`config.mk`:
```
export PLATFORM = sky130hd
export DESIGN_NAME = cls_8bit_adder
export DESIGN_NICKNAME = d
export VERILOG_FILES = /design/src/rtl/cls_8bit_adder.sv
export SDC_FILE = /design/constraint.sdc
export NUM_CORES = 1
export LEC_CHECK = 0
export CORE_AREA = 3 3 40 42
export DETAILED_ROUTE_END_ITERATION = 10
export DIE_AREA = 0 0 43 45
export HOLD_SLACK_MARGIN = 0.02
export MAX_ROUTING_LAYER = met4
export PLACE_DENSITY = 0.75
export SETUP_SLACK_MARGIN = 0.2
export SLEW_MARGIN = 20
export SYNTH_ARGS = -nofsm -noshare
export SYNTH_HDL_FRONTEND = slang
export SYNTH_SLANG_ARGS = --single-unit
export TNS_END_PERCENT = 30
```
`constraint.sdc`:
```
create_clock -name clk -period 1.38 [get_ports clk]
set_clock_uncertainty 0.15 [all_clocks]
set_input_delay 0.207 -clock clk [delete_from_list [all_inputs] [get_ports clk]]
set_output_delay 0.207 -clock clk [all_outputs]
set_load 0.05 [all_outputs]
```
`src/rtl/cls_8bit_adder.sv`:
```
// 8-bit carry-select adder: low nibble ripples from carry_start, the high nibble is
// precomputed for both carry-ins and selected by c4; result captured in output registers.

module cls_full_adder (
    input  logic x,
    input  logic y,
    input  logic ci,
    output logic s,
    output logic co
);
    logic xy_x;

    assign xy_x = x ^ y;
    assign s    = xy_x ^ ci;
    assign co   = (x & y) | (ci & xy_x);
endmodule

module cls_ripple4 (
    input  logic [3:0] x,
    input  logic [3:0] y,
    input  logic       ci,
    output logic [3:0] s,
    output logic       co
);
    logic [4:0] c;

    assign c[0] = ci;

    generate
        for (genvar gi = 0; gi < 4; gi++) begin : g_cell
            cls_full_adder u_fa (
                .x  (x[gi]),
                .y  (y[gi]),
                .ci (c[gi]),
                .s  (s[gi]),
                .co (c[gi+1])
            );
        end
    endgenerate

    assign co = c[4];
endmodule

module cls_8bit_adder (
    input  logic       clk,
    input  logic       rst,
    input  logic [7:0] a,
    input  logic [7:0] b,
    input  logic       carry_start,
    output logic [7:0] sum,
    output logic       carry_out
);
    logic [3:0] lo_sum;
    logic       c4;
    logic [3:0] hi_sum_c0;
    logic [3:0] hi_sum_c1;
    logic       hi_co_c0;
    logic       hi_co_c1;

    logic [7:0] sum_next;
    logic       carry_next;
    logic [7:0] sum_reg;
    logic       carry_reg;

    cls_ripple4 u_lo (
        .x  (a[3:0]),
        .y  (b[3:0]),
        .ci (carry_start),
        .s  (lo_sum),
        .co (c4)
    );

    // Both high-nibble candidates settle in parallel with the low chain.
    cls_ripple4 u_hi_c0 (
        .x  (a[7:4]),
        .y  (b[7:4]),
        .ci (1'b0),
        .s  (hi_sum_c0),
        .co (hi_co_c0)
    );

    cls_ripple4 u_hi_c1 (
        .x  (a[7:4]),
        .y  (b[7:4]),
        .ci (1'b1),
        .s  (hi_sum_c1),
        .co (hi_co_c1)
    );

    always_comb begin
        sum_next   = {hi_sum_c0, lo_sum};
        carry_next = hi_co_c0;
        if (c4) begin
            sum_next   = {hi_sum_c1, lo_sum};
            carry_next = hi_co_c1;
        end
    end

    always_ff @(posedge clk or posedge rst) begin
        if (rst) begin
            sum_reg   <= 8'h00;
            carry_reg <= 1'b0;
        end else begin
            sum_reg   <= sum_next;
            carry_reg <= carry_next;
        end
    end

    assign sum       = sum_reg;
    assign carry_out = carry_reg;
endmodule

```
==> flow_metrics.tcl, run 1 <==
set metrics [dict create \
    io_pins 28 \
    syn_inst 33 \
    vdd_drop_max_mv 0.6214 \
    netlist_area_um2 457.9 \
    drt_pass1_iterations 1 \
    root_buffer "clkbuf_4" \
    cts_max_level 1 \
    setup_ws_ps -1536 \
    ys_ff_latch 9 \
    die_x_um 43 \
    max_stage_delay_ps 400 \
    status "finished, violations left" \
    fin_setup_tns_ps -6333 \
    critPathRequiredTime_ps 1420 \
    wl_per_cell_um 11.83 \
    drv_slew 0 \
    coreArea_mm2 0.001285 \
    cts.sinks 9 \
    finalHoldViolCount 0 \
    worstHoldPathType "in -> async" \
    antenna_found_initial 0 \
    cpMostUsedCell "fa_2" \
    yosysTopAreaCellShare_pct 49.18 \
    syn-mean-instance-area_um2 13.88 \
    syn_nets 61 \
    rows 13 \
    drtIter0Drc 0 \
    die_h_um 45 \
    synth_area_leaders "dfrtp_1 49%, fa_1 31%, inv_1 11%" \
    dp_hpwl_um 847.9 \
    viasPerCell 4.086 \
    critPathMaxFanout 2 \
    grt_pass1_vias 339 \
    post-place-ws_ps -2272 \
    crit_slowest_cell "fa_1" \
    worst_pin_slew_ps 333.3 \
    clkTransAtPathRegs_ps 60 \
    drc 0 \
    antenna_cells 0 \
    cp_top_family "adder cells" \
    rsz0062_at_grt "yes" \
    relSlewSlack_pct 77.76 \
    ys_seq_area_share_pct 49.18 \
    drv_cap 0 \
    fill_cells 94 \
    syn_to_final_growth_pct 93.72 \
    cp_cell_sequence "buf_6 -> fa_2 -> fa_2 -> fa_2 -> inv_2 -> fa_2 -> mux2i_2 -> fa_2 -> fa_2 -> inv_2 -> fa_1 -> inv_1" \
    port_buffers 27 \
    worst-path-buf-inv 4 \
    wirelength_um 958 \
    largest_reg_flops 8 \
    arrival_ps 2960 \
    hold_slack_ps 69.31 \
    place.gp.congestion 0.6704 \
    powerDensity_mw_per_mm2 1205 \
    cts_hold_buf 0 \
    crit_path_end_kind "register" \
    p_leak_nw 0.4202 \
    fin_nets 95 \
    worst_setup_path_start_kind "input pin" \
    initial_core_util_pct 35.64 \
    layout_min_cycle_time_ps 2916 \
    numCtsBuffers 3 \
    cts_tree "done" \
    violations "setup timing" \
    yosysUniqueCellTypes 6 \
    grt_max_degree 10 \
    clockBufferDepth 2 \
    min_period_over_period_pct 211.3 \
    vias 331 \
    grt_pass1_wl_mm 1.566 \
    postRouteAntennaNets 0 \
    yosysWarnings 0 \
    setup_violations 7 \
    criticalPathCategory "in -> reg" \
    overflow 0 \
    dieArea_mm2 0.001935 \
    grt_usage_pct 12.03 \
    netlist.top_cell.by_area "dfrtp_1" \
    fmaxAchievable_mhz 342.9 \
    final_layout_size_suffix_gt1_share_pct 39.39 \
]
path summary, 6_finish.rpt:
kind / to / cells after the start / startpoint / slack (ps)
setup / recovery: sum[7]$_DFF_PP0_ / 12 / carry_start / -1540
max in group asynchronous: carry_out$_DFF_PP0_ / 2 / rst / 760
min in group clk: sum[0]$_DFF_PP0_ / 2 / carry_start / 110
hold / removal: sum[4]$_DFF_PP0_ / 2 / rst / 70
cell usage in the layout (no fill, tap or decap):
master	Yosys	final
buf_12	0	9
buf_2	0	2
buf_4	0	2
buf_6	0	1
clkbuf_1	0	1
clkbuf_4	0	3
clkdlybuf4s50_1	0	14
dfrtp_1	9	9
dlygate4sd2_1	0	1
fa_1	7	1
fa_2	0	6
ha_1	2	2
inv_1	13	11
inv_2	0	2
mux2i_2	0	1
xnor2_1	1	1
cell type report:
cell class / instances / area [um2] / share of cell area, %
Sequential cell: 9 / 225.2 / 25.39
Inverter: 13 / 48.80 / 5.501
Clock buffer: 4 / 26.28 / 2.962
Tap cell: 15 / 18.77 / 2.116
Timing Repair Buffer: 29 / 365.4 / 41.18
Multi-Input combinational cell: 11 / 202.7 / 22.85
kinds of logic after synthesis:
group	after synthesis	synth area share (%)
fa+ha+maj	9	36.06
buf+inv	13	10.66
mux	1	2.186
xor+xnor	1	1.913
flops	9	49.18
cells in the mapped netlist:
master	number
inv_1	13
dfrtp_1	9
fa_1	7
ha_1	2
mux2i_1	1
xnor2_1	1
report_power, final:
| part | internal (mW) | switching (mW) |
|---|---|---|
| clock | 0.111 | 0.0819 |
| combinational | 0.271 | 0.253 |
| sequential | 0.313 | 0.0394 |
metrics by stage:
step | instances | area (um2) | util, % | power [mW]
global route | 81 | 887.1 | 69.04 | 1.121
finish | 81 | 887.1 | 69.04 | 1.069
CTS | 81 | 887.1 | 69.04 | 1.085
global placement | 76 | 859.6 | 66.89 | 0.8730
detailed placement | 76 | 859.6 | 66.89 | 0.8849
floorplan | 33 | 473.0 | - | 0.5715
metal layers:
| metal | vias to the layer above | share of wire, % | wire length, um | GRT usage [%] |
|---|---|---|---|---|
| met5 | - | 0 | 0 | - |
| li1 | 155 | - | - | - |
| met4 | 0 | 2.3 | 22 | 5.422 |
| met2 | 19 | 47 | 448 | 17.07 |
| met3 | 4 | 9.8 | 94 | 5.179 |
| met1 | 153 | 41 | 392 | 14.95 |
what timing repair did:
item,4_1_cts,5_1_grt
pin swaps,7,4
setup buffers,1,0
resized for setup,15,0
endpoints found under the setup margin,9,13
Power figures use the tool's default switching activity.
==> run 2, diff against run 1 <==
--- a/config.mk
+++ b/config.mk
@@ -5,6 +5,7 @@
 export SDC_FILE = /design/constraint.sdc
 export NUM_CORES = 1
 export LEC_CHECK = 0
+export CAP_MARGIN = 20
 export CORE_AREA = 3 3 40 42
 export DETAILED_ROUTE_END_ITERATION = 10
 export DIE_AREA = 0 0 43 45
==> constraint.sdc (replaced) <==
create_clock -name clk -period 1.38 [get_ports clk]
set_clock_uncertainty 0.15 [all_clocks]
set_input_delay 0.207 -clock clk [delete_from_list [all_inputs] [get_ports clk]]
set_output_delay 0.207 -clock clk [all_outputs]
set_load 0.005 [all_outputs]
==> flow_metrics.tcl, run 2 (synthesis results as in run 1) <==
set metrics [dict create \
    dieArea_mm2 0.001935 \
    finalHoldViolCount 0 \
    crit_path_end_kind "register" \
    layout_min_cycle_time_ps 2905 \
    final_layout_size_suffix_gt1_share_pct 41.54 \
    viasPerCell 4.013 \
    cts_tree "done" \
    setup_violations 7 \
    vias 321 \
    violations "setup timing" \
    initial_core_util_pct 35.64 \
    grt_usage_pct 11.78 \
    min_period_over_period_pct 210.5 \
    rows 13 \
    antenna_cells 0 \
    drtIter0Drc 2 \
    rsz0062_at_grt "yes" \
    cts_max_level 1 \
    cts_hold_buf 0 \
    critPathMaxFanout 2 \
    root_buffer "clkbuf_4" \
    worst_setup_path_start_kind "input pin" \
    worstHoldPathType "in -> async" \
    arrival_ps 2950 \
    drc 0 \
    fill_cells 108 \
    syn_to_final_growth_pct 64.21 \
    overflow 0 \
    drt_pass1_iterations 2 \
    instances_no_fill 80 \
    wl_per_cell_um 11.88 \
    hold_slack_ps 59.48 \
    fmaxAchievable_mhz 344.2 \
    grt_pass1_vias 330 \
    postRouteAntennaNets 0 \
    critPathRequiredTime_ps 1430 \
    place.gp.congestion 0.6681 \
    die_x_um 43 \
    mostFrequentLayoutCells "14 x clkdlybuf4s50_1, 10 x inv_1, 9 x dfrtp_1, 7 x clkbuf_2, 6 x fa_2" \
    cp-startpoint "carry_start" \
    grt_max_degree 10 \
    cts.sinks 9 \
    clockBufferDepth 2 \
    fin_setup_tns_ps -6200 \
    grt_pass1_wl_mm 1.469 \
    powerDensity_mw_per_mm2 961.3 \
    numCtsBuffers 3 \
    relSlewSlack_pct 78.69 \
    final_common_cell "clkdlybuf4s50_1" \
    coreArea_mm2 0.001285 \
    port_buffers 27 \
    status "finished, violations left" \
    drv_slew 0 \
    worst_pin_slew_ps 319.3 \
    drv_cap 0 \
    dp_hpwl_um 839.4 \
    fin_nets 94 \
    setup_ws_ps -1525 \
    largest_reg_flops 8 \
    p_leak_nw 0.3723 \
    io_pins 28 \
    antenna_found_initial 0 \
    wirelength_um 950 \
    vdd_drop_max_mv 0.3720 \
    criticalPathCategory "in -> reg" \
    dp_cells 76 \
    die_h_um 45 \
    clkTransAtPathRegs_ps 60 \
]
run 2: cell types whose count changed in the layout (fill, tap and decap cells not counted), sizes merged:
cell,previous run,this run
clkbuf,4,11
buf,14,6
run 2: path summary, 6_finish.rpt:
path	end	slack [ps]
max in group asynchronous	sum[1]$_DFF_PP0_	770
min in group clk	sum[0]$_DFF_PP0_	110
setup / recovery	sum[7]$_DFF_PP0_	-1530
hold / removal	carry_out$_DFF_PP0_	60
run 2: final cells by class:
| cell class | count | area (um2) | share of cell area (%) |
|---|---|---|---|
| Sequential cell | 9 | 225.2 | 29.95 |
| Timing Repair Buffer | 28 | 222.7 | 29.62 |
| Multi-Input combinational cell | 11 | 210.2 | 27.95 |
| Inverter | 13 | 48.80 | 6.489 |
| Clock buffer | 4 | 26.28 | 3.494 |
| Tap cell | 15 | 18.77 | 2.496 |
run 2: stage by stage:
stage               total power, mW  utilization, %  setup slack, ps  cell area (um2)
floorplan                    0.4020               -            -1703            473.0
global placement             0.5670           59.88            -2213            769.5
detailed placement           0.5812           59.88            -2241            769.5
CTS                          0.7482           60.95            -1553            783.3
global route                 0.7760           58.52            -1609            752.0
finish                       0.7229           58.52            -1525            752.0
run 2: report_power, final:
| group | internal, mW | switching (mW) | leakage [nW] | total (mW) |
|---|---|---|---|---|
| Clock | 0.111 | 0.0833 | 0.0150 | 0.194 |
| Sequential | 0.312 | 0.0113 | 0.105 | 0.323 |
| Combinational | 0.121 | 0.0848 | 0.252 | 0.206 |
| Total | 0.544 | 0.179 | 0.372 | 0.723 |
run 2: repair_timing:
| item | in CTS | in global routing |
|---|---|---|
| setup buffers | 0 | 0 |
| gates resized for setup | 37 | 9 |
| pin swaps | 7 | 0 |
| endpoints found under the setup margin | 18 | 14 |
run 2: worst max-delay path, stage by stage:
cell	delay (ps)
buf_6	90
fa_2	380
fa_2	360
fa_2	370
inv_2	60
fa_2	210
mux2i_2	80
fa_2	350
fa_2	340
inv_2	60
fa_1	400
inv_1	60
run 2: metal layers:
metal	GRT usage, %	up-vias	share of wire, %
li1	-	152	-
met1	14.47	146	40
met2	16.77	21	48
met3	5.179	2	11
met4	5.422	0	0.53
met5	-	-	0
==> run 3, diff against run 2 <==
--- a/config.mk
+++ b/config.mk
@@ -5,13 +5,14 @@
 export SDC_FILE = /design/constraint.sdc
 export NUM_CORES = 1
 export LEC_CHECK = 0
+export ABC_AREA = 1
 export CAP_MARGIN = 20
 export CORE_AREA = 3 3 40 42
 export DETAILED_ROUTE_END_ITERATION = 10
 export DIE_AREA = 0 0 43 45
 export HOLD_SLACK_MARGIN = 0.02
 export MAX_ROUTING_LAYER = met4
-export PLACE_DENSITY = 0.75
+export PLACE_DENSITY = 0.76
 export SETUP_SLACK_MARGIN = 0.2
 export SLEW_MARGIN = 20
 export SYNTH_ARGS = -nofsm -noshare
==> flow_metrics.tcl, run 3 <==
set metrics [dict create \
    cp_cell_sequence "buf_6 -> fa_2 -> fa_2 -> fa_2 -> inv_2 -> fa_2 -> o21ai_2 -> fa_2 -> fa_2 -> inv_2 -> fa_1 -> inv_1" \
    fin_setup_tns_ps -6599 \
    synth_ff_type "dfrtp_1" \
    synth_area_leaders "dfrtp_1 49%, fa_1 30%, inv_1 11%" \
    routed.top_layer "met4" \
    worst-path-buf-inv 4 \
    syn_to_final_growth_pct 67.03 \
    pwr-share-seq_pct 44.1 \
    worst_pin_slew_ps 324.8 \
    p_switching_uw 187.4 \
    dieArea_mm2 0.001935 \
    syn_inst 37 \
    status "finished, violations left" \
    drv_cap 0 \
    criticalPathCategory "in -> reg" \
    drv_slew 0 \
    comb_power_share_pct 29.0 \
    dr_wl_met2_um 566 \
    synth_common_cells "14 x inv_1, 9 x dfrtp_1, 7 x fa_1, 4 x nand2_1, 2 x ha_1" \
    crit_slowest_cell "fa_2" \
    synth_edf_count 0 \
    yosysMostFrequentCell "inv_1" \
    drt-met1-wl_um 380 \
    yosysTopAreaCellShare_pct 48.65 \
    rsz0062_at_grt "yes" \
    netlist_area_um2 462.9 \
    yosysUniqueCellTypes 6 \
    arrival_ps 2990 \
    mostFrequentLayoutCells "13 x clkdlybuf4s50_1, 12 x inv_1, 9 x dfrtp_1, 6 x fa_2, 6 x clkbuf_2" \
    critPathMaxFanout 2 \
    max_stage_delay_ps 390 \
    final_common_cell "clkdlybuf4s50_1" \
    drc 0 \
    initial_core_util_pct 36.03 \
    multi_input_area_um2 206.4 \
    numCtsBuffers 3 \
    cp_top_family "adder cells" \
    clock_power_share_pct 26.9 \
    port_buffers 27 \
    ys_ff_latch 9 \
    rows 13 \
    cts.sinks 9 \
    vias 350 \
    p_leak_nw 0.3936 \
    syn-mean-instance-area_um2 12.51 \
    min_period_over_period_pct 213.7 \
    power_uw 730.1 \
    grt_pass1_wl_mm 1.642 \
    final_layout_size_suffix_gt1_share_pct 37.14 \
    io_pins 28 \
    finalHoldViolCount 0 \
    clockBufferDepth 2 \
    ff_latch_area_um2 225.2 \
    antenna_found_initial 0 \
    ys_seq_area_share_pct 48.65 \
    layout_min_cycle_time_ps 2950 \
    overflow 0 \
    swShare_pct 25.67 \
    fmaxAchievable_mhz 339.0 \
    p_int_uw 542.7 \
    violations "setup timing" \
    place.gp.congestion 0.6709 \
    powerDensity_mw_per_mm2 944.2 \
    die_x_um 43 \
    relSlewSlack_pct 78.32 \
    coreArea_mm2 0.001285 \
    drt_pass1_iterations 1 \
    yosysWarnings 0 \
    fill_cells 114 \
    crit_path_end_kind "register" \
    clkTransAtPathRegs_ps 60 \
    setup_violations 7 \
    fin_nets 99 \
    syn_nets 65 \
    root_buffer "clkbuf_4" \
    cts_max_level 1 \
    postRouteAntennaNets 0 \
    netlist.top_cell.by_area "dfrtp_1" \
    worstHoldPathType "in -> async" \
    cts_tree "done" \
    setup_ws_ps -1570 \
    viasPerCell 4.118 \
    async_reset_ff_share_pct 100.0 \
    drtIter0Drc 0 \
    critPathRequiredTime_ps 1420 \
    grt_pass1_vias 383 \
    met3_length_um 80 \
    vdd_drop_max_mv 0.3270 \
    worst_setup_path_start_kind "input pin" \
    grt_max_degree 10 \
    dp_hpwl_um 870.9 \
    wl_per_cell_um 12.26 \
    die_h_um 45 \
    grt_usage_pct 12.09 \
    wirelength_mm 1.042 \
    cpMostUsedCell "fa_2" \
    largest_reg_flops 8 \
    antenna_cells 0 \
]
[run 3: kinds of logic after synthesis]
family,count (synthesis),share of synthesized area (%)
and+or+nand+nor,4,3.242
adders and majority gates,9,35.67
buffers and inverters,14,11.35
DFF,9,48.65
AOI/OAI and AO/OA,1,1.080
[run 3: routing by layer]
| layer | track usage, % | vias up |
|---|---|---|
| li1 | - | 165 |
| met1 | 12.56 | 164 |
| met2 | 22.46 | 19 |
| met3 | 1.992 | 2 |
| met4 | 5.422 | 0 |
| met5 | - | - |
[run 3: area by class of cell]
cell class	count	area share, %
inverters	14	6.796
repair buffers	29	31.55
well taps	15	2.427
flip-flops and latches	9	29.13
multi-input cells	14	26.70
clock buffers	4	3.398
[run 3: worst max-delay path by stage]
stage,cells after the start,slack [ps],start,to
CTS,12,-1600,carry_start,sum[7]$_DFF_PP0_
floorplan,11,-1630,a[0],sum[7]$_DFF_PP0_
detailed placement,12,-2210,a[0],sum[7]$_DFF_PP0_
global route,12,-1670,a[0],sum[7]$_DFF_PP0_
global placement,12,-2130,a[0],sum[7]$_DFF_PP0_
finish,12,-1570,a[0],sum[7]$_DFF_PP0_
[run 3: per-stage QoR]
stage / std cells / instance area (um2) / hold WS, ps / util, % / setup WS, ps
after floorplan: 37 / 481.7 / -115.1 / - / -1627
after global placement: 79 / 770.7 / 329.0 / 59.98 / -2133
after detailed placement: 79 / 770.7 / 334.2 / 59.98 / -2214
after CTS: 85 / 790.8 / 65.80 / 61.54 / -1603
after global routing: 85 / 773.2 / 80.13 / 60.18 / -1667
final: 85 / 773.2 / 52.34 / 60.18 / -1570
[run 3: power groups by stage]
stage	combinational [mW]	sequential (mW)	clock (mW)
final	0.212	0.322	0.196
after CTS	0.226	0.323	0.197
after floorplan	0.0677	0.335	0
after global placement	0.235	0.326	0
after global routing	0.243	0.327	0.210
after detailed placement	0.249	0.328	0
[run 3: what timing repair did]
| action | 4_1_cts | 5_1_grt |
|---|---|---|
| buffers inserted | 2 | 0 |
| hold buffers | 0 | 0 |
| pin swaps | 8 | 8 |
| setup endpoints to repair | 18 | 13 |
| endpoints found under the hold margin | 0 | 0 |
| gates resized for setup | 37 | 9 |
